### src/rtl/voq_pkg.sv
// Shared types for the VOQ request generator: FSM states, priority type and
// the at-most-one-hot check used when validating scheduler decisions.
package voq_pkg;

    localparam int P_DEF = 16;
    localparam int MAXN  = 32;

    typedef enum logic [1:0] {IDLE, WAIT, CHECK, APPLY} state_t;

    typedef logic [$clog2(P_DEF)-1:0] pri_t;

    // Callers zero-extend narrower vectors into the MAXN-wide argument.
    function automatic logic onehot_le1(input logic [MAXN-1:0] v);
        return (v & (v - MAXN'(1))) == '0;
    endfunction

endpackage

### src/rtl/voq_cell.sv
// One virtual output queue: cell count, starvation age and the priority it
// would request if a round started now.
module voq_cell #(
    parameter int  P          = 16,
    parameter int  DEPTH      = 15,
    parameter int  STARVE_LIM = 8,
    localparam int W          = $clog2(P),
    localparam int CW         = $clog2(DEPTH + 1),
    localparam int AW         = $clog2(STARVE_LIM + 1)
) (
    input  logic         i_clk,
    input  logic         i_reset,
    input  logic         i_inc,
    input  logic         i_round_end,
    input  logic         i_grant,
    output logic         o_full,
    output logic         o_nonempty,
    output logic [W-1:0] o_pri
);

    logic [CW-1:0] r_cnt;
    logic [AW-1:0] r_age;
    logic          w_inc;
    logic          w_dec;

    assign o_full     = (r_cnt == CW'(DEPTH));
    assign o_nonempty = (r_cnt != '0);
    assign w_inc      = i_inc & ~o_full;
    assign w_dec      = i_round_end & i_grant & o_nonempty;

    always_ff @(posedge i_clk) begin
        if (i_reset) begin
            r_cnt <= '0;
            r_age <= '0;
        end else begin
            r_cnt <= r_cnt + CW'(w_inc) - CW'(w_dec);
            // A round that ends without serving a waiting queue ages it.
            if (i_round_end) begin
                if (!o_nonempty || i_grant)
                    r_age <= '0;
                else if (r_age != AW'(STARVE_LIM))
                    r_age <= r_age + AW'(1);
            end
        end
    end

    always_comb begin
        o_pri = '0;
        if (!o_nonempty)
            o_pri = '0;
        else if (r_age >= AW'(STARVE_LIM))
            o_pri = W'(P - 1);
        else if (int'(r_cnt) >= P - 1)
            o_pri = W'(P - 1);
        else
            o_pri = W'(r_cnt);
    end

endmodule

### src/rtl/voq_req_gen.sv
// Input-side VOQ request generator: tracks per-(input,output) occupancy, issues a
// priority request round to the scheduler and turns its grants into dequeues.
module voq_req_gen
    import voq_pkg::*;
#(
    parameter int  N          = 4,
    parameter int  P          = 16,
    parameter int  DEPTH      = 15,
    parameter int  STARVE_LIM = 8,
    parameter int  TIMEOUT    = 64,
    localparam int NW         = $clog2(N),
    localparam int W          = $clog2(P),
    localparam int TW         = $clog2(TIMEOUT + 1)
) (
    input  logic                           i_clk,
    input  logic                           i_reset,
    input  logic [N-1:0]                   i_arr_valid,
    input  logic [N-1:0][NW-1:0]           i_arr_dest,
    output logic [N-1:0]                   o_arr_ready,
    output logic                           o_start,
    output logic [0:N-1][0:N-1][W-1:0]     o_pri_req,
    input  logic [N-1:0][N-1:0]            i_decision,
    input  logic                           i_decision_valid,
    output logic [N-1:0]                   o_deq_valid,
    output logic [N-1:0][NW-1:0]           o_deq_dest,
    output logic                           o_proto_err,
    output logic                           o_timeout_err
);

    state_t                        r_state;
    logic [TW-1:0]                 r_wcnt;
    logic                          r_start;
    logic [0:N-1][0:N-1][W-1:0]    r_pri;
    logic [N-1:0][N-1:0]           r_dec;
    logic [N-1:0][N-1:0]           r_grant;
    logic [N-1:0]                  r_deq_valid;
    logic [N-1:0][NW-1:0]          r_deq_dest;
    logic                          r_proto;
    logic                          r_tmo;

    logic [N-1:0][N-1:0]           w_full;
    logic [N-1:0][N-1:0]           w_nonempty;
    logic [0:N-1][0:N-1][W-1:0]    w_pri;
    logic [N-1:0][N-1:0]           w_colv;
    logic                          w_illegal;
    logic                          w_any;
    logic                          w_apply;
    logic                          w_timeout;
    logic                          w_round_end;
    logic [N-1:0]                  w_deq_v;
    logic [N-1:0][NW-1:0]          w_deq_d;

    assign w_any       = |w_nonempty;
    assign w_apply     = (r_state == APPLY);
    assign w_timeout   = (r_state == WAIT) && !i_decision_valid &&
                         (r_wcnt == TW'(TIMEOUT - 1));
    assign w_round_end = w_apply | w_timeout;

    for (genvar gi = 0; gi < N; gi++) begin : g_row
        for (genvar gj = 0; gj < N; gj++) begin : g_col
            voq_cell #(
                .P          (P),
                .DEPTH      (DEPTH),
                .STARVE_LIM (STARVE_LIM)
            ) u_cell (
                .i_clk       (i_clk),
                .i_reset     (i_reset),
                .i_inc       (i_arr_valid[gi] && (i_arr_dest[gi] == NW'(gj))),
                .i_round_end (w_round_end),
                .i_grant     (w_apply && r_grant[gi][gj]),
                .o_full      (w_full[gi][gj]),
                .o_nonempty  (w_nonempty[gi][gj]),
                .o_pri       (w_pri[gi][gj])
            );
        end
        // Full means full even if this cycle also dequeues from that VOQ.
        assign o_arr_ready[gi] = ~w_full[gi][i_arr_dest[gi]];
    end

    // Grants must be a partial permutation and only land on requested VOQs.
    always_comb begin
        w_illegal = 1'b0;
        w_colv    = '0;
        for (int i = 0; i < N; i++) begin
            for (int j = 0; j < N; j++) begin
                w_colv[j][i] = r_dec[i][j];
                if (r_dec[i][j] && (r_pri[i][j] == '0))
                    w_illegal = 1'b1;
            end
        end
        for (int k = 0; k < N; k++) begin
            if (!onehot_le1(MAXN'(r_dec[k])) || !onehot_le1(MAXN'(w_colv[k])))
                w_illegal = 1'b1;
        end
    end

    always_comb begin
        w_deq_v = '0;
        w_deq_d = '0;
        for (int i = 0; i < N; i++) begin
            for (int j = 0; j < N; j++) begin
                if (r_grant[i][j] && w_nonempty[i][j]) begin
                    w_deq_v[i] = 1'b1;
                    w_deq_d[i] = NW'(j);
                end
            end
        end
    end

    always_ff @(posedge i_clk) begin
        if (i_reset) begin
            r_state     <= IDLE;
            r_wcnt      <= '0;
            r_start     <= 1'b0;
            r_pri       <= '0;
            r_dec       <= '0;
            r_grant     <= '0;
            r_deq_valid <= '0;
            r_deq_dest  <= '0;
            r_proto     <= 1'b0;
            r_tmo       <= 1'b0;
        end else begin
            r_start     <= 1'b0;
            r_proto     <= 1'b0;
            r_tmo       <= 1'b0;
            r_deq_valid <= '0;
            r_deq_dest  <= '0;
            case (r_state)
                IDLE: begin
                    if (w_any) begin
                        r_pri   <= w_pri;
                        r_start <= 1'b1;
                        r_wcnt  <= '0;
                        r_state <= WAIT;
                    end
                end
                WAIT: begin
                    if (i_decision_valid) begin
                        r_dec   <= i_decision;
                        r_state <= CHECK;
                    end else if (w_timeout) begin
                        r_tmo   <= 1'b1;
                        r_pri   <= '0;
                        r_state <= IDLE;
                    end else begin
                        r_wcnt  <= r_wcnt + TW'(1);
                    end
                end
                CHECK: begin
                    if (w_illegal) begin
                        r_proto <= 1'b1;
                        r_grant <= '0;
                    end else begin
                        r_grant <= r_dec;
                    end
                    r_state <= APPLY;
                end
                APPLY: begin
                    r_deq_valid <= w_deq_v;
                    r_deq_dest  <= w_deq_d;
                    r_pri       <= '0;
                    r_grant     <= '0;
                    r_state     <= IDLE;
                end
                default: r_state <= IDLE;
            endcase
        end
    end

    assign o_start       = r_start;
    assign o_pri_req     = r_pri;
    assign o_deq_valid   = r_deq_valid;
    assign o_deq_dest    = r_deq_dest;
    assign o_proto_err   = r_proto;
    assign o_timeout_err = r_tmo;

endmodule

### config.mk
export PLATFORM = sky130hd
export DESIGN_NAME = voq_req_gen
export DESIGN_NICKNAME = d
export VERILOG_FILES = /design/src/rtl/voq_pkg.sv /design/src/rtl/voq_cell.sv /design/src/rtl/voq_req_gen.sv
export SDC_FILE = /design/constraint.sdc
export NUM_CORES = 1
export LEC_CHECK = 0
export CAP_MARGIN = 10
export CELL_PAD_IN_SITES_DETAIL_PLACEMENT = 0
export CELL_PAD_IN_SITES_GLOBAL_PLACEMENT = 1
export CORE_ASPECT_RATIO = 1.25
export CORE_MARGIN = 2
export CORE_UTILIZATION = 49
export DETAILED_ROUTE_END_ITERATION = 10
export GPL_TIMING_DRIVEN = 0
export PLACE_DENSITY_LB_ADDON = 0.1
export SLEW_MARGIN = 0
export SYNTH_ARGS = -nofsm -noshare
export SYNTH_HDL_FRONTEND = slang
export SYNTH_SLANG_ARGS = --single-unit
### constraint.sdc
create_clock -name i_clk -period 4.3 [get_ports i_clk]
set_clock_uncertainty 0.1 [all_clocks]
set_input_delay 0.645 -clock i_clk [delete_from_list [all_inputs] [get_ports i_clk]]
set_output_delay 0.645 -clock i_clk [all_outputs]
set_load 0.02 [all_outputs]
Yosys cells after proc, flatten, opt, wreduce, memory -nomap -nowiden
Index checks and enable logic that the tools add are counted.

operators by class
  shift operators = 0
  multiplexer cells = 153
  bitwise operators = 81
  equal/unequal tests = 53
  reductions and logical operators = 200
  $lt $le $gt $ge = 36
  add/subtract/negate cells = 57
  multipliers = 0
  div/mod/pow operators = 0

operator list
  operator                                                            count
  4-bit 2-to-1 mux                                                    80
  4-bit by 32-bit AND with 32-bit output                              8
  32-bit zero test                                                    8
  64-bit 2-to-1 mux                                                   3
  64-bit one-hot mux with 3 select lines                              1
  4-bit >= comparator, second input constant                          32
  1-bit logical AND                                                   66
  4-bit by 1-bit adder with 4-bit output                              16
  4-bit by 1-bit adder with 4-bit output, second input constant       16
  4-bit equality test, second input constant                          16
  4-bit zero test                                                     16
  4-bit inequality test, second input constant                        16
  4-bit nonzero test                                                  16
  4-bit by 1-bit subtractor with 4-bit output                         16
  1-bit AND                                                           48
  1-bit 2-to-1 mux                                                    47
  4-bit by 1-bit subtractor with 5-bit output, second input constant  8
  2-bit AND reduction                                                 18
  2-bit nonzero test                                                  18
  16-bit one-hot mux with 2 select lines                              1
  1-bit zero test                                                     25
  1-bit inverter                                                      24
  2-bit 2-to-1 mux                                                    11
  7-bit 2-to-1 mux                                                    3
  19 further kinds                                                    67

storage, ports and cells
  memories kept = 0
  output and inout bits = 83
  bits in writable memories = 0
  input bits = 31
  latch bits = 0
  memory bits (read-only) = 0
  bits in registers = 248

Logic depth before layout (Yosys ltp)
  word-level depth = 24
  gate-level depth with buffers = 13
  gate-level depth less buffers = 12

Modules after synthesis
Synthesis repeated with hierarchy kept, for this count alone.

unflattened totals
  cells, all modules = 1569
  area total of the unflattened synthesis = 14126.0 sq um

modules (own cells, without submodules)
  module       area each (sq um)  times used  cells each
  voq_cell     593.1              16          69
  voq_req_gen  4636.9             1           465

Worst setup path before layout
No wires, ideal clock.

  kind = reg-to-reg
  start = reg g_row[1].g_col[2].u_cell.r_cnt[2]
  end = reg g_row[1].g_col[2].u_cell.r_cnt[2]
  clock period less this slack = 2.532 ns
  setup slack = 1.768 ns
  stages on the path, launching flop included = 14
  library setup time = 0.128 ns
  data arrival time = 2.304 ns
  cells stage by stage = dfxtp_1 -> inv_1 -> ha_1 -> or3b_2 -> clkbuf_1 -> nand2_1 -> nor2_1 -> ha_1 -> inv_1 -> ha_1 -> inv_1 -> fa_1 -> xor2_1 -> nor2_1

between the ends
  cells in the longest elaborated chain, start to end = 5

ends and longest elaborated chain
  what                                           RTL line        RTL
  start: declaration                             voq_cell.sv:21  logic [CW-1:0] r_cnt;
  start signal: assignment                       voq_cell.sv:36  r_cnt <= r_cnt + CW'(w_inc) - CW'(w_dec);
  4-bit equality test                            voq_cell.sv:26  assign o_full = (r_cnt == CW'(DEPTH));
  1-bit inverter                                 voq_cell.sv:28  assign w_inc = i_inc & ~o_full;
  1-bit AND                                      voq_cell.sv:28
  4-bit by 1-bit adder with 4-bit output         voq_cell.sv:36
  4-bit by 1-bit subtractor with 4-bit output *  voq_cell.sv:36

Mark *: on every way between the ends. The rest lies on a longest branch, timed or not.
A chain may end at the register's enable or synchronous reset.

Worst setup path after layout
  start = reg r_wcnt[1]
  end = reg g_row[3].g_col[0].u_cell.r_age[1]

between the ends
  cells in the longest elaborated chain, start to end = 4

ends and longest elaborated chain
  what                                            RTL line            RTL
  start: declaration                              voq_req_gen.sv:31   logic [TW-1:0] r_wcnt;
  start signal: assignment                        voq_req_gen.sv:146  r_wcnt <= r_wcnt + TW'(1);
  7-bit by 6-bit equality test with 1-bit output  voq_req_gen.sv:56   (r_wcnt == TW'(TIMEOUT - 1));
  1-bit logical AND                               voq_req_gen.sv:55   assign w_timeout = (r_state == WAIT) && !i_decision_valid &&
  1-bit OR                                        voq_req_gen.sv:57   assign w_round_end = w_apply | w_timeout;
  2-bit AND reduction (no source line)            n/a
  end signal: assignment                          voq_cell.sv:42      r_age <= r_age + AW'(1);
  end: declaration                                voq_cell.sv:22      logic [AW-1:0] r_age;

Every way passes these cells.

==> flow_metrics.env <==
export IMPL_end_kind="flip-flop"
export IMPL_clkPwrFrac_pct=42.8
export IMPL_worstSkewPairLatency_ps=550
export IMPL_cpLargestDelayFamily="buffers and inverters"
export IMPL_vias=11082
export IMPL_clockBufferDepth=3
export IMPL_seqCellArea_um2=4965
export IMPL_post_place_ws_ps=322.0
export IMPL_syn_inst=1466
export IMPL_irDropWorstVdd_mv=0.2904
export IMPL_syn_area_um2=13430
export IMPL_path_class="flip-flop to flip-flop"
export IMPL_p_comb_share_pct=14.0
export IMPL_holdPathEnd="r_wcnt[6]"
export IMPL_r2r_end="g_row[3].g_col[0].u_cell.r_age[1]"
export IMPL_dp_cells=1924
export IMPL_track_usage_pct=26.11
export IMPL_multi_input_area_um2=7522
export IMPL_place_hpwl_mm=28.62
export IMPL_postLayoutCellArea_um2=15920
export IMPL_initial_utilization_pct=49.89
export IMPL_switching_share_pct=27.58
export IMPL_worst_slew_pin_slew_ps=1168
export IMPL_tns_ps=0
export IMPL_cts_hold_buf=0
export IMPL_yosys_warnings=0
export IMPL_rows=67
export IMPL_die_w_um=152.1
export IMPL_drive_gt1_share_pct=10.00
export IMPL_root_buffer="clkbuf_16"
export IMPL_async_flop_share_pct=0
export IMPL_finalSetupViolCount=0
export IMPL_cts_htree_levels=1
export IMPL_num_antenna_cells=0
export IMPL_synth_edff_count=0
export IMPL_crit_path_start_kind="flip-flop"
export IMPL_post_cts_buffers=0
export IMPL_post_route_period_util_pct=78.20
export IMPL_worst_path_largest_cell_delay_ps=660
export IMPL_coreArea_um2=26910
export IMPL_wirelength_mm=38.35
export IMPL_area_growth_pct=18.57
export IMPL_ant_nets=0
export IMPL_status="complete, no violations"
export IMPL_cp_buffers_inverters=3
export IMPL_total_power_w=0.005585
export IMPL_hold_depth=2
export IMPL_setup_slack_ps=937.5
export IMPL_rsz0062_at_grt="false"
export IMPL_power_internal_w=0.004045
export IMPL_fin_nets=1785
export IMPL_clock_sinks=248
export IMPL_port_buffers=113
export IMPL_drtIter0Drc=619
export IMPL_fin_cells=1975
export IMPL_critPathArrivalTime_ps=3670
export IMPL_hold_start="r_wcnt[6]"
export IMPL_crit_slowest_cell="clkbuf_1"
export IMPL_grt_pass1_vias=10719
export IMPL_ctsResizeCount=0
export IMPL_reg2reg_slack_ps=940
export IMPL_rr_worst_depth=10
export IMPL_grt_antenna_before_repair=0
export IMPL_r2r_start="r_wcnt[1]"
export IMPL_grt_pass1_wl_mm=58.80
export IMPL_ios=114
export IMPL_ys_flop_type="dfxtp_1"
export IMPL_clk_pin_slew_ps=60
export IMPL_hp_class="flip-flop to flip-flop"
export IMPL_grt_max_degree=15
export IMPL_max_freq_mhz=297.4
export IMPL_fin_crit_ps=3362
export IMPL_routabilityCongestion=0.8931
export IMPL_ys_seq_area_share_pct=36.98
export IMPL_avgSynthCellArea_um2=9.158
export IMPL_relSlewSlack_pct=22.13
export IMPL_die_h_um=189.1
export IMPL_wire_per_inst_um=19.42
export IMPL_p_sw_w=0.001540
export IMPL_hold_violations=0
export IMPL_cp_max_fo=10
export IMPL_required_ps=4610
export IMPL_crit_chain="ha_1 -> nor3b_1 -> a21o_1 -> and2_1 -> clkbuf_1 -> clkbuf_1 -> clkbuf_1 -> o31ai_1 -> a22oi_1 -> nor2_1"
export IMPL_vias_per_cell=5.611
export IMPL_p_per_area_nw_per_um2=350.8
export IMPL_ys_ff_latch=248
export IMPL_grt_overflow=0
export IMPL_die_area_um2=28750
export IMPL_synth_fp_nets=1642
export IMPL_cts_inserted_buffers=28
export IMPL_cts_tree="done"
export IMPL_cp_common_cell="clkbuf_1"
export IMPL_postPlaceCellArea_um2=14990
export IMPL_yosysUniqueCellTypes=60
export IMPL_maxCapViolCount=0
export IMPL_pwr_share_seq_pct=43.1
export IMPL_cp_depth=10
export IMPL_p_leak_nw=6.186
export IMPL_drc=0
export IMPL_firstDrtPassIters=5
export IMPL_num_fill_cells=2456
export IMPL_final_max_slew_viol_count=0
## flip-flops by register name, indices dropped and copies added (netlist names), named ones only
signal	cells
g_row.g_col.u_cell.r_age	64
g_row.g_col.u_cell.r_cnt	64
o_deq_dest	8
o_deq_valid	4
o_pri_req	64
o_proto_err	1
o_start	1
o_timeout_err	1
r_dec	16
r_grant	16
r_state	1
r_wcnt	7
## worst reg2reg max path, cell delays in order, from the launching register on
cell and delay, ps:
dfxtp_1 410, ha_1 220, nor3b_1 230, a21o_1 160, and2_1 120, clkbuf_1 380
clkbuf_1 660, clkbuf_1 490, o31ai_1 190, a22oi_1 190, nor2_1 50
## placed cells by master (no fill, tap or decap), drive strengths merged, types with 16 or more instances in the layout
| cell | netlist | final |
|---|---|---|
| mux2i | 16 | 16 |
| inv | 153 | 154 |
| dfxtp | 248 | 248 |
| xnor2 | 18 | 18 |
| and3 | 32 | 32 |
| ha | 129 | 129 |
| fa | 16 | 16 |
| clkdlybuf4s50 | 0 | 113 |
| nor4 | 23 | 23 |
| nand2 | 124 | 124 |
| nand3 | 32 | 32 |
| buf | 28 | 28 |
| nor3 | 34 | 34 |
| nor2 | 131 | 131 |
| a21o | 18 | 18 |
| nor2b | 18 | 18 |
| o2bb2ai | 64 | 64 |
| clkbuf | 41 | 85 |
| a22o | 16 | 16 |
| o21ai | 60 | 60 |
| or3b | 16 | 16 |
| a21oi | 84 | 84 |
| or4 | 20 | 20 |
| o31ai | 42 | 42 |
| xor2 | 18 | 18 |
## power groups by stage
stage               clock network (W)  registers (W)  logic (W)
finish                        0.00239        0.00241   0.000783
global route                  0.00251        0.00242   0.000855
CTS                           0.00242        0.00241   0.000786
detailed placement                  0        0.00246   0.000782
global placement                    0        0.00246   0.000773
floorplan                           0        0.00245   0.000508
## per-stage QoR
stage,utilization (%),hold slack [ps]
after floorplan,-,337.9
after global placement,55.70,356.5
after detailed placement,55.70,372.1
after CTS,59.16,380.8
after global routing,59.16,396.9
final,59.16,377.6
## synthesized netlist by cell type, types with 4 or more instances
cell | n | share of area (%)
a21oi_1 | 84 | 3.1
nand3_1 | 32 | 1.2
o2bb2ai_1 | 4 | 0.26
buf_2 | 15 | 0.56
ha_1 | 129 | 12
nand3b_1 | 9 | 0.50
mux2i_1 | 16 | 1.2
o31a_1 | 9 | 0.59
o2bb2ai_2 | 60 | 6.7
inv_1 | 153 | 4.3
nor2_1 | 131 | 3.7
a21o_1 | 18 | 1.0
xor2_1 | 18 | 1.2
o31ai_1 | 42 | 2.3
buf_6 | 9 | 0.75
a22oi_1 | 8 | 0.45
mux4_2 | 4 | 0.67
or3b_1 | 14 | 0.91
nand4_1 | 4 | 0.19
fa_1 | 16 | 2.4
mux2_2 | 9 | 0.75
o21ai_0 | 60 | 2.2
xnor2_1 | 18 | 1.2
and3_1 | 28 | 1.3
nand2_1 | 124 | 3.5
dfxtp_1 | 248 | 37
nand2b_1 | 9 | 0.42
nor4_1 | 19 | 0.89
nor3b_1 | 5 | 0.28
a41oi_1 | 4 | 0.26
and3_2 | 4 | 0.22
nor3_1 | 31 | 1.2
a22o_1 | 16 | 1.0
or4_1 | 20 | 1.1
clkbuf_1 | 39 | 1.1
nor2b_1 | 18 | 0.84
nor4b_1 | 4 | 0.26
## cells by family (layout without fill, tap and decap cells)
| logic type | after synthesis | in the layout | share of synthesized area [%] |
|---|---|---|---|
| AOI/OAI and AO/OA | 314 | 314 | 18.60 |
| xor gates and xnor gates | 36 | 36 | 2.349 |
| adders and majority gates | 145 | 145 | 14.41 |
| buffers and inverters | 222 | 386 | 6.990 |
| DFF | 248 | 248 | 36.98 |
| muxes | 29 | 29 | 2.619 |
| and+or+nand+nor | 472 | 472 | 18.05 |
## area by class of cell
cell class,count,area share (%)
clock buffers,44,5.345
repair buffers,113,7.105
multi-input cells,996,47.25
inverters,153,3.608
plain buffers,69,2.287
clock inverters,7,0.5030
well taps,345,2.712
flip-flops and latches,248,31.19
## how the worst max path moves through the flow
stage / start / to
after floorplan: g_row[1].g_col[2].u_cell.r_cnt[2] / g_row[1].g_col[2].u_cell.r_cnt[2]
after global placement: i_decision_valid / g_row[1].g_col[0].u_cell.r_age[1]
after detailed placement: i_decision_valid / g_row[1].g_col[0].u_cell.r_age[1]
after CTS: i_decision_valid / g_row[1].g_col[0].u_cell.r_age[1]
after global routing: r_wcnt[1] / g_row[1].g_col[0].u_cell.r_age[1]
final: r_wcnt[1] / g_row[3].g_col[0].u_cell.r_age[1]
## layer usage
layer | up-vias | global-route usage [%] | share of wire (%)
li1 | 5420 | - | -
met1 | 5312 | 32.59 | 42
met2 | 282 | 46.21 | 49
met3 | 68 | 2.678 | 4.8
met4 | 0 | 10.64 | 4.1
met5 | - | 0 | 0
Note: power is estimated with default switching activity, not from simulation.
